### src/rtl/id_stage_pkg.sv
// id_stage_pkg: opcodes, alu_op encodings and control-vector bit positions for the decode stage.
package id_stage_pkg;
   localparam logic [5:0] OP_RTYPE = 6'b000000;
   localparam logic [5:0] OP_LW    = 6'b100011;
   localparam logic [5:0] OP_SW    = 6'b101011;
   localparam logic [5:0] OP_BEQ   = 6'b000100;

   localparam logic [1:0] ALUOP_ADD   = 2'b00;
   localparam logic [1:0] ALUOP_SUB   = 2'b01;
   localparam logic [1:0] ALUOP_FUNCT = 2'b10;

   localparam int CTRL_W          = 9;
   localparam int CTRL_REG_DST    = 8;
   localparam int CTRL_ALU_SRC    = 7;
   localparam int CTRL_MEM_TO_REG = 6;
   localparam int CTRL_REG_WRITE  = 5;
   localparam int CTRL_MEM_READ   = 4;
   localparam int CTRL_MEM_WRITE  = 3;
   localparam int CTRL_BRANCH     = 2;
   localparam int CTRL_ALUOP_HI   = 1;
   localparam int CTRL_ALUOP_LO   = 0;
endpackage

### src/rtl/id_stage_regfile.sv
// id_stage_regfile: 32x32 register file, r0 hardwired to zero, two async read ports, one sync write port.
// ID_BYPASS_EN makes the read ports write-through for a same-cycle write-back.
module id_stage_regfile (
   input  logic        clk_i,
   input  logic        rst_ni,
   input  logic [4:0]  ra1_i,
   input  logic [4:0]  ra2_i,
   output logic [31:0] rd1_o,
   output logic [31:0] rd2_o,
   input  logic        we_i,
   input  logic [4:0]  wa_i,
   input  logic [31:0] wd_i
);
   logic [31:0] mem_q [32];

   always_ff @(posedge clk_i or negedge rst_ni)
      if (!rst_ni)
         for (int i = 0; i < 32; i++) mem_q[i] <= '0;
      else if (we_i && wa_i != 5'd0)
         mem_q[wa_i] <= wd_i;

   always_comb begin
      rd1_o = (ra1_i == 5'd0) ? '0 : mem_q[ra1_i];
      rd2_o = (ra2_i == 5'd0) ? '0 : mem_q[ra2_i];
`ifdef ID_BYPASS_EN
      if (we_i && wa_i == ra1_i && ra1_i != 5'd0) rd1_o = wd_i;
      if (we_i && wa_i == ra2_i && ra2_i != 5'd0) rd2_o = wd_i;
`endif
   end
endmodule

### src/rtl/id_stage.sv
// id_stage: pipeline decode stage; decodes control, reads the register file, sign-extends and loads ID/EX.
// Optional macro ID_BYPASS_EN enables write-through of same-cycle write-back into the read ports.
module id_stage
   import id_stage_pkg::*;
#(
   parameter bit FLUSH_ON_BRANCH = 1'b1
) (
   input  logic              clk_in,
   input  logic              n_rst_in,
   input  logic [31:0]       IFID_pc_in,
   input  logic [31:0]       IFID_ir_in,
   input  logic              MEM_ctrl_pc_src_in,
   input  logic              WB_reg_write_in,
   input  logic [4:0]        WB_write_reg_in,
   input  logic [31:0]       WB_write_data_in,
   output logic [31:0]       IDEX_pc_out,
   output logic [31:0]       IDEX_rd1_out,
   output logic [31:0]       IDEX_rd2_out,
   output logic [31:0]       IDEX_imm_out,
   output logic [4:0]        IDEX_rt_out,
   output logic [4:0]        IDEX_rd_out,
   output logic [CTRL_W-1:0] IDEX_ctrl_out
);
   function automatic logic [CTRL_W-1:0] decode(input logic [5:0] op);
      logic [CTRL_W-1:0] c;
      c = '0;
      case (op)
         OP_RTYPE: begin
            c[CTRL_REG_DST]                 = 1'b1;
            c[CTRL_REG_WRITE]               = 1'b1;
            c[CTRL_ALUOP_HI:CTRL_ALUOP_LO]  = ALUOP_FUNCT;
         end
         OP_LW: begin
            c[CTRL_ALU_SRC]                 = 1'b1;
            c[CTRL_MEM_TO_REG]              = 1'b1;
            c[CTRL_REG_WRITE]               = 1'b1;
            c[CTRL_MEM_READ]                = 1'b1;
            c[CTRL_ALUOP_HI:CTRL_ALUOP_LO]  = ALUOP_ADD;
         end
         OP_SW: begin
            c[CTRL_ALU_SRC]                 = 1'b1;
            c[CTRL_MEM_WRITE]               = 1'b1;
            c[CTRL_ALUOP_HI:CTRL_ALUOP_LO]  = ALUOP_ADD;
         end
         OP_BEQ: begin
            c[CTRL_BRANCH]                  = 1'b1;
            c[CTRL_ALUOP_HI:CTRL_ALUOP_LO]  = ALUOP_SUB;
         end
         default: c = '0;
      endcase
      return c;
   endfunction

   function automatic logic [31:0] sext16(input logic [15:0] v);
      return {{16{v[15]}}, v};
   endfunction

   logic [31:0]       rd1, rd2;
   logic [31:0]       pc_q, rd1_q, rd2_q, imm_q;
   logic [4:0]        rt_q, rd_q;
   logic [CTRL_W-1:0] ctrl_q, ctrl_d;

   id_stage_regfile u_rf (
      .clk_i  (clk_in),
      .rst_ni (n_rst_in),
      .ra1_i  (IFID_ir_in[25:21]),
      .ra2_i  (IFID_ir_in[20:16]),
      .rd1_o  (rd1),
      .rd2_o  (rd2),
      .we_i   (WB_reg_write_in),
      .wa_i   (WB_write_reg_in),
      .wd_i   (WB_write_data_in)
   );

   // A taken branch in MEM turns the instruction now in decode into a bubble.
   assign ctrl_d = (FLUSH_ON_BRANCH && MEM_ctrl_pc_src_in) ? '0 : decode(IFID_ir_in[31:26]);

   always_ff @(posedge clk_in or negedge n_rst_in)
      if (!n_rst_in) begin
         pc_q   <= '0;
         rd1_q  <= '0;
         rd2_q  <= '0;
         imm_q  <= '0;
         rt_q   <= '0;
         rd_q   <= '0;
         ctrl_q <= '0;
      end else begin
         pc_q   <= IFID_pc_in;
         rd1_q  <= rd1;
         rd2_q  <= rd2;
         imm_q  <= sext16(IFID_ir_in[15:0]);
         rt_q   <= IFID_ir_in[20:16];
         rd_q   <= IFID_ir_in[15:11];
         ctrl_q <= ctrl_d;
      end

   assign IDEX_pc_out   = pc_q;
   assign IDEX_rd1_out  = rd1_q;
   assign IDEX_rd2_out  = rd2_q;
   assign IDEX_imm_out  = imm_q;
   assign IDEX_rt_out   = rt_q;
   assign IDEX_rd_out   = rd_q;
   assign IDEX_ctrl_out = ctrl_q;
endmodule

### config.mk
export PLATFORM = sky130hd
export DESIGN_NAME = id_stage
export DESIGN_NICKNAME = d
export VERILOG_FILES = /design/src/rtl/id_stage_pkg.sv /design/src/rtl/id_stage_regfile.sv /design/src/rtl/id_stage.sv
export SDC_FILE = /design/constraint.sdc
export NUM_CORES = 2
export LEC_CHECK = 0
export CAP_MARGIN = 20
export CORE_MARGIN = 1.5
export CORE_UTILIZATION = 61
export DETAILED_ROUTE_END_ITERATION = 8
export PLACE_DENSITY_LB_ADDON = 0.15
export SLEW_MARGIN = 20
export SYNTH_ARGS = -nofsm -noshare
export SYNTH_HDL_FRONTEND = slang
export SYNTH_HIERARCHICAL = 1
export SYNTH_SLANG_ARGS = --single-unit
### constraint.sdc
create_clock -name clk_in -period 1.8 [get_ports clk_in]
set_input_delay 0.36 -clock clk_in [delete_from_list [all_inputs] [get_ports clk_in]]
set_output_delay 0.36 -clock clk_in [all_outputs]
set_load 0.02 [all_outputs]
==> flow_summary.toml <==
[layout]
area.growth.synth_to_final_pct = 21.7
layout-drive-gt1-share_pct = 54.3
nNetsFinal = 4359
final_area_sq_um = 70300

[floorplan]
core-area_sq_um = 93600
dieArea_sq_um = 96500
num_io_pins = 252
rows = 112
die_h_um = 311
initial_core_util_pct = 61.7
fp.dieW_um = 311

[route]
post_drt_wl_per_cell_um = 33.5
drt-initial-drc-count = 3675
vias = 39409
drt_wl_total_um = 188000
viasPerCell = 7.02
firstDrtPassIters = 7
antenna_left = 0
route.detailed.drc = 0

[logic_synthesis]
synth_edf_count = 0
synth_warnings = 6
syn_area_sq_um = 57700
synth.net_count = 3886
ys_ff_latch = 1148
yosys-top-cells-area = "dfrtp_1 50%, mux2_2 20%, mux4_2 17%, mux2i_1 2.2%, buf_2 1.5%"
synth.most_common_cell = "dfrtp_1"
yosysUniqueCellTypes = 39
synthFlopType = "dfrtp_1"
synthArstFlopShare_pct = 100
yosysTopAreaCellShare_pct = 49.8
synth_area_per_cell_sq_um = 15.3
synth_top_area_cell = "dfrtp_1"
synthCells = 3781
netlist_top_cells_count = "1148 x dfrtp_1, 1046 x mux2_2, 448 x mux4_2"
ys_seq_area_share_pct = 49.8

[cts]
cts_max_level = 3
numClockSinks = 1148
clock-root-buffer = "clkbuf_16"
cts_max_path_buffers = 3
cts_made_buffers = 119
clk_pin_slew_ns = 0.06
clock_latency_ns = 0.72
cts_tree = "built"

[power_and_ir_drop]
comb_power_share_pct = 20.5
p_int_mw = 55.0
clkPwrFrac_pct = 34.4
vdd_drop_max_v = 0.000972
p_leak_nw = 31.0
p_sw_share_pct = 26.9
powerDensity_nw_per_um2 = 1070
power_frac_seq_pct = 45.1
power.switching_mw = 20.3

[global_route]
grt_pass1_wl_um = 281000
grt_use_total_pct = 39.4
grt_pass1_vias = 42345
gr-total-overflow = 0
grt_max_degree = 99
antenna_found_initial = 3

[timing]
finClkSkew_ns = 0.0219
relSlewSlack_pct = 40.0
tightest_slew_ns = 0.899
fin_ws_ns = 0.0148
period_needed_ns = 1.79
slew_viol_final = 0
setup_viol = 0
holdWs_ns = 0.0854
rsz0062_at_grt = "yes"
max_freq_ghz = 0.560
hold_viol_final = 0
period_share_pct = 99.2

[critical_path]
critical_path_arrival_ns = 2.38
crit_path_top_delay_cell = "mux4_2"
path_max_fanout = 3
cp_slowest_stage_delay_ns = 0.51
crit_path_cell_trace = "mux4_2 -> mux2_2 -> o21ai_0 -> a311oi_1 -> buf_4"
crit_start = "u_rf/mem_q[634]$_DFFE_PN0P_"
crit_type = "flip-flop to flip-flop"
required_ns = 2.40
start_kind = "flip-flop"
rr_startpoint = "u_rf/mem_q[634]$_DFFE_PN0P_"
critPathCaptureType = "flip-flop"

[worst_hold_path]
min_from = "IFID_pc_in[14]"
hold_path_class = "primary input to flip-flop"

[status]
status = "complete, no violations"

[placed_design]
gp_congestion = 0.924
io_buffers = 251
post-place-ws_ns = -0.718
place_area_sq_um = 66100
dpl.hpwl_um = 124000

[flow_run]
maxCapViolCount = 0
registers in the layout, indices dropped and copies added (netlist names):
name and count:
IDEX_rd_out 5, IDEX_rd2_out 32, IDEX_imm_out 11, IDEX_pc_out 32, IDEX_ctrl_out 7, u_rf/mem_q 1024, IDEX_rd1_out 32, IDEX_rt_out 5
layer usage:
layer	wire, um	up-vias	GRT usage [%]	part of all wire (%)
li1	-	15507	-	-
met1	68700	20882	50.8	37
met2	87400	2334	60.5	47
met3	18800	682	10.8	10
met4	12700	4	23.0	6.7
met5	22	-	0	0.012
cell type report:
cell class	count	area (sq um)
sequential	1148	28700
multi-input combinational	2176	27200
fill	5727	23300
timing repair buffer	807	8660
clock buffer	168	3500
tap	1254	1570
clock inverter	54	634
inverter	2	10.0
antenna	2	5.00
metrics by stage:
| stage | TNS (ns) | instances | utilization [%] | power (mW) |
|---|---|---|---|---|
| 6_report | 0 | 5611 | 75.1 | 75.3 |
| 5_1_grt | -0.184 | 5609 | 75.1 | 78.0 |
| 4_1_cts | -0.0440 | 5609 | 74.9 | 75.3 |
| 3_5_place_dp | -552.14 | 5383 | 70.6 | 49.7 |
| 3_3_place_gp | -556.08 | 5383 | 70.6 | 48.4 |
| 2_1_floorplan | 0 | 3781 | - | 43.5 |
cells by family (layout without fill, tap and decap cells):
family | Yosys count | after routing | share of synthesized area [%]
other cells | 0 | 2 | 0
flops | 1148 | 1148 | 49.8
simple gates | 177 | 177 | 1.65
mux | 1632 | 1632 | 40.3
buf+inv | 457 | 1031 | 3.72
compound gates | 367 | 367 | 4.58
cell usage in the layout, fill, tap and decap left out, drive strengths merged, types with 3 or more instances in the layout:
cell	count
a211oi	65
clkdlybuf4s15	45
mux2i	128
clkinv	39
a221oi	46
nand2b	5
dfrtp	1148
or3	5
nor2	21
o2111ai	18
clkbuf	174
clkdlybuf4s50	92
a311oi	64
buf	584
nor3	4
dlygate4sd2	78
mux4	448
nand4b	4
bufinv	13
nand2	49
and3	3
nor2b	72
a22oi	64
o21ai	110
mux2	1056
critical path: cells and delay by family (launching register included):
kind / cells / cell delay, ns
buffers and inverters: 1 / 0.19
AOI/OAI and AO/OA: 2 / 0.25
muxes: 2 / 0.79
DFF: 1 / 0.45
path summary, 6_finish.rpt:
check | slack [ns] | depth (start not counted) | endpoint
min in group asynchronous | 0.20 | 2 | IDEX_rd_out[1]$_DFF_PN0_
hold reg to reg | 0.40 | 0 | u_rf/mem_q[1016]$_DFFE_PN0P_
setup reg to reg | 0.01 | 5 | IDEX_rd2_out[26]$_DFF_PN0_
max in group asynchronous | 0.62 | 4 | u_rf/mem_q[1000]$_DFFE_PN0P_
hold / removal | 0.09 | 1 | IDEX_pc_out[14]$_DFF_PN0_
setup / recovery | 0.01 | 5 | IDEX_rd2_out[26]$_DFF_PN0_
power groups by stage:
stage                     Combinational, mW  Sequential (mW)  Clock, mW
after floorplan                        10.2             33.3          0
after CTS                              15.3             33.9       26.1
after global routing                   16.3             34.5       27.2
after detailed placement               15.4             34.3          0
final                                  15.4             34.0       25.9
after global placement                 14.8             33.6          0
timing repair:
item                                   4_1_cts  5_1_grt
setup buffers                                3        0
gates cloned                                 0        0
gates resized for setup                    258       74
hold buffers                                 1        0
endpoints found under the hold margin       69        0
setup endpoints to repair                  153       89
Note: power is estimated with default switching activity, not from simulation.
